$ cat config.mk
export PLATFORM = sky130hd
export DESIGN_NAME = uart_transmitter
export DESIGN_NICKNAME = d
export VERILOG_FILES = /design/src/rtl/uart_transmitter.sv
export SDC_FILE = /design/constraint.sdc
export NUM_CORES = 1
export LEC_CHECK = 0
export BUFFER_PORTS_ARGS = -buffer_cell sky130_fd_sc_hd__buf_2
export CORE_ASPECT_RATIO = 0.7
export CORE_UTILIZATION = 53
export DETAILED_ROUTE_END_ITERATION = 6
export PLACE_DENSITY = 0.73
export SKIP_CTS_REPAIR_TIMING = 1
export SLEW_MARGIN = 10
export SYNTH_ARGS = -nofsm -noshare
export SYNTH_HDL_FRONTEND = slang
export SYNTH_SLANG_ARGS = --single-unit
export TNS_END_PERCENT = 1
$ cat constraint.sdc
create_clock -name clk -period 3.05 [get_ports clk]
set_input_delay 0.305 -clock clk [delete_from_list [all_inputs] [get_ports clk]]
set_output_delay 0.305 -clock clk [all_outputs]
set_load 0.01 [all_outputs]
$ cat src/rtl/uart_transmitter.sv
// UART transmit path: ready/valid word in, framed serial bits out on tx_o.
// Frame = start, WORD_LEN data bits, optional parity, 1 or 2 stop bits; idles high.
module uart_transmitter #(
    parameter int CLK_FREQ  = 50_000_000,
    parameter int BAUD_RATE = 9600,
    parameter int WORD_LEN  = 8,
    parameter int PARITY    = 0,
    parameter int STOP_BITS = 1,
    parameter int MSB_FIRST = 1
) (
    input  logic                clk,
    input  logic                reset,
    input  logic [WORD_LEN-1:0] tx_data_in,
    input  logic                tx_valid,
    output logic                tx_ready,
    output logic                tx_o,
    output logic                tx_busy,
    output logic                tx_done
);

    localparam int BAUD_DIV = CLK_FREQ / BAUD_RATE;
    localparam int CNT_W    = (BAUD_DIV > 1) ? $clog2(BAUD_DIV) : 1;
    localparam int BIT_W    = $clog2(WORD_LEN);

    typedef enum logic [2:0] {
        S_IDLE,
        S_START,
        S_DATA,
        S_PARITY,
        S_STOP
    } state_t;

    state_t              state, state_next;
    logic [CNT_W-1:0]    baud_cnt, baud_next;
    logic [BIT_W-1:0]    bit_cnt, bit_next;
    logic [WORD_LEN-1:0] shift_reg, shift_next;
    logic                parity_bit, parity_next;
    logic                done_next;
    logic                tx_next;
    logic                baud_tick;

    assign baud_tick = (baud_cnt == CNT_W'(BAUD_DIV - 1));
    assign tx_ready  = (state == S_IDLE);

    // NOTE: every output of this block gets a default first so no path can
    // leave a signal unassigned and infer a latch.
    always_comb begin
        state_next  = state;
        baud_next   = baud_tick ? '0 : baud_cnt + 1'b1;
        bit_next    = bit_cnt;
        shift_next  = shift_reg;
        parity_next = parity_bit;
        done_next   = 1'b0;

        case (state)
            S_IDLE: begin
                baud_next = '0;
                if (tx_valid) begin
                    shift_next  = tx_data_in;
                    parity_next = (^tx_data_in) ^ (PARITY == 1);
                    bit_next    = '0;
                    state_next  = S_START;
                end
            end
            S_START: begin
                if (baud_tick) begin
                    bit_next   = '0;
                    state_next = S_DATA;
                end
            end
            S_DATA: begin
                if (baud_tick) begin
                    shift_next = (MSB_FIRST != 0) ? {shift_reg[WORD_LEN-2:0], 1'b0}
                                                  : {1'b0, shift_reg[WORD_LEN-1:1]};
                    if (bit_cnt == BIT_W'(WORD_LEN - 1)) begin
                        bit_next   = '0;
                        state_next = (PARITY != 0) ? S_PARITY : S_STOP;
                    end else begin
                        bit_next = bit_cnt + 1'b1;
                    end
                end
            end
            S_PARITY: begin
                if (baud_tick) begin
                    bit_next   = '0;
                    state_next = S_STOP;
                end
            end
            S_STOP: begin
                if (baud_tick) begin
                    if (bit_cnt == BIT_W'(STOP_BITS - 1)) begin
                        bit_next   = '0;
                        done_next  = 1'b1;
                        state_next = S_IDLE;
                    end else begin
                        bit_next = bit_cnt + 1'b1;
                    end
                end
            end
            default: state_next = S_IDLE;
        endcase
    end

    // The line level is decoded from the next state so tx_o stays in step
    // with the state register while still coming straight off a flop.
    always_comb begin
        tx_next = 1'b1;
        case (state_next)
            S_START:  tx_next = 1'b0;
            S_DATA:   tx_next = (MSB_FIRST != 0) ? shift_next[WORD_LEN-1] : shift_next[0];
            S_PARITY: tx_next = parity_next;
            default:  tx_next = 1'b1;
        endcase
    end

    // NOTE: sequential state uses non-blocking assignments so every flop
    // samples the pre-edge values regardless of statement order.
    always_ff @(posedge clk) begin
        if (reset) begin
            state      <= S_IDLE;
            baud_cnt   <= '0;
            bit_cnt    <= '0;
            shift_reg  <= '0;
            parity_bit <= 1'b0;
            tx_o       <= 1'b1;
            tx_busy    <= 1'b0;
            tx_done    <= 1'b0;
        end else begin
            state      <= state_next;
            baud_cnt   <= baud_next;
            bit_cnt    <= bit_next;
            shift_reg  <= shift_next;
            parity_bit <= parity_next;
            tx_o       <= tx_next;
            tx_busy    <= (state_next != S_IDLE);
            tx_done    <= done_next;
        end
    end

endmodule

==> flow_summary.ini <==
[placement]
gp_congestion = 0.823
place_inst = 209
port_buffers = 14
preCtsSetupSlack_ns = 0.856
place_hpwl_mm = 2.21

[power_and_ir_drop]
p_leak_nw = 0.587
power_frac_seq_pct = 53.8
sw_frac_of_total_pct = 23.7
power.internal_w = 0.000606
p_clk_share_pct = 36.1
p_total_w = 0.000794
max-vdd-ir-drop_mv = 0.289
powerDensity_mw_per_mm2 = 484
switchingPower_w = 0.000188
pwr-share-comb_pct = 10.0

[final_layout]
drive_gt1_share_pct = 13.8
fin_cells = 215
largest_reg_flops = 13
final_common_cell = dfxtp_1
antenna_cells = 0
mostFrequentLayoutCells = dfxtp_1, nor2_1, nand2_1, a21oi_1, buf_2
nets = 197
syn2layout_area_growth_pct = 9.06

[clock_network]
htreeDepth = 2
cts_tree = built
cts-root-buf = clkbuf_8
cts.sinks = 31
cts_buffers = 5
clk_pin_slew_ns = 0.06
clockBufferDepth = 2
clock_latency_ns = 0.28

[worst_setup_path]
path_class = flop to flop
cp.required_ns = 3.20
cp_top_family = simple AND/OR/NAND/NOR gates
critPathMaxFanout = 13
cp.arrival_ns = 2.39
critPathMaxStageDelay_ns = 0.66
timing.critical_path.buf_inv = 0
crit_slowest_cell = or4b_1
cp_cell_sequence = or4b_1 -> nor3_1 -> or3_1 -> nor2_1
start_kind = flop
end_kind = flop

[floorplan]
die_x_um = 65.7
start_util_pct = 58.5
rows = 15
die-area_mm2 = 0.00306
die_y_um = 46.6
core_mm2 = 0.00257
ios = 15

[detailed_routing]
drt_wl_total_mm = 2.95
vias_per_cell = 5.54
drt_iter0_drc = 105
drc_errors = 0
wl_per_cell_um = 13.7
final_antenna_net_count = 0
first_pass_iters = 4
via_count = 1192

[timing]
drv_slew = 0
finalHoldWorstSlack_ns = 0.298
maxSlewHeadroom_pct = 45.5
min_period_ns = 2.24
fin_crit_sh_pct = 73.4
finalSetupViolations = 0
hold_viol = 0
worstMarginPinSlew_ns = 0.814
timing.setup.tns_ns = 0
clock_skew_ns = 0.00385
setup_slack_ns = 0.811
fmax_mhz = 447
grt_setup_unrepaired = no

[yosys]
synth_ff_type = dfxtp_1
async_flop_share_pct = 0
netlist_area_mm2 = 0.00151
syn_avg_cell_area_um2 = 8.96
ys_ff_latch = 31
synth_seq_area_share_pct = 41.2
yosysTopAreaCell = dfxtp_1
synth_top_area_share_pct = 41.2
synth_cell_types = 40
synth_edf_count = 0
yosys_warnings = 0
synthTopCellsByArea = dfxtp_1, a21oi_1, xnor2_1, nor2_1, xor2_1
synthesis.nets = 183
syn_inst = 168

[worst_hold_path]
min_path_type = input port to flop

[global_routing]
grt_max_degree = 19
grt_remaining_overflow = 0
antenna_found_initial = 0
grt_pass1_vias = 1018
grt_pass1_wl_mm = 4.84
grt.total_usage_pct = 22.1

[status]
outcome = completed

[flow_run]
max_cap_violations = 0
logic make-up (layout without fill, tap and decap cells):
group | after synthesis | after routing | synth area share (%)
buf+inv | 12 | 25 | 4.49
compound gates | 35 | 35 | 13.9
flops | 31 | 31 | 41.2
fa+ha+maj | 4 | 4 | 3.33
simple gates | 67 | 67 | 25.7
mux | 4 | 4 | 2.66
xor+xnor | 15 | 15 | 8.73
final cells by class:
class,count,area (um2)
fill,224,930
multi-input combinational,125,817
sequential,31,621
clock buffer,6,72.6
timing repair buffer,14,70.1
tap,34,42.5
inverter,5,18.8
power by group through the flow:
stage                     Sequential, W  Combinational [W]  Clock [W]
after floorplan                0.000433          0.0000623          0
after global placement         0.000435          0.0000770          0
after detailed placement       0.000436          0.0000792          0
after CTS                      0.000428          0.0000796   0.000289
after global routing           0.000429          0.0000879   0.000305
final                          0.000428          0.0000796   0.000287
path summary, 6_finish.rpt:
check,slack [ns],from,to,depth (start not counted)
max reg2reg,0.81,baud_cnt[8],baud_cnt[10],4
max,0.81,baud_cnt[8],baud_cnt[10],4
min reg2reg,0.45,shift_reg[5],shift_reg[5],2
min,0.30,tx_data_in[0],shift_reg[0],3
worst register-to-register path, cell delays in order, from the launching register on:
cell and delay [ns]:
dfxtp_1 0.34, or4b_1 0.66, nor3_1 0.52, or3_1 0.49
nor2_1 0.10
through the flow:
stage	instance area, um2	util, %
2_1_floorplan	1510	-
6_report	1640	63.8
3_3_place_gp	1570	61.0
3_5_place_dp	1570	61.0
4_1_cts	1640	63.8
5_1_grt	1640	63.8
synthesized netlist by cell type (2+ instances only):
master,instances
buf_6,2
nor2_1,18
nand2b_1,2
buf_2,3
and3_1,2
nor3_1,3
a31oi_1,3
dfxtp_1,31
nand4bb_1,2
a21oi_1,16
nor3b_1,2
nand4_1,2
ha_1,4
mux2i_1,4
nand3_1,3
xor2_1,7
o21ai_0,5
nand2_1,16
or3_1,6
a22oi_1,6
inv_1,5
xnor2_1,8
per-layer routing:
layer,global-route usage [%],wire [um],up-vias
met2,32.4,1270,19
li1,-,-,615
met1,31.1,1550,551
met5,0,0,-
met4,6.52,26,0
met3,6.68,103,7
Power figures use the tool's default switching activity.
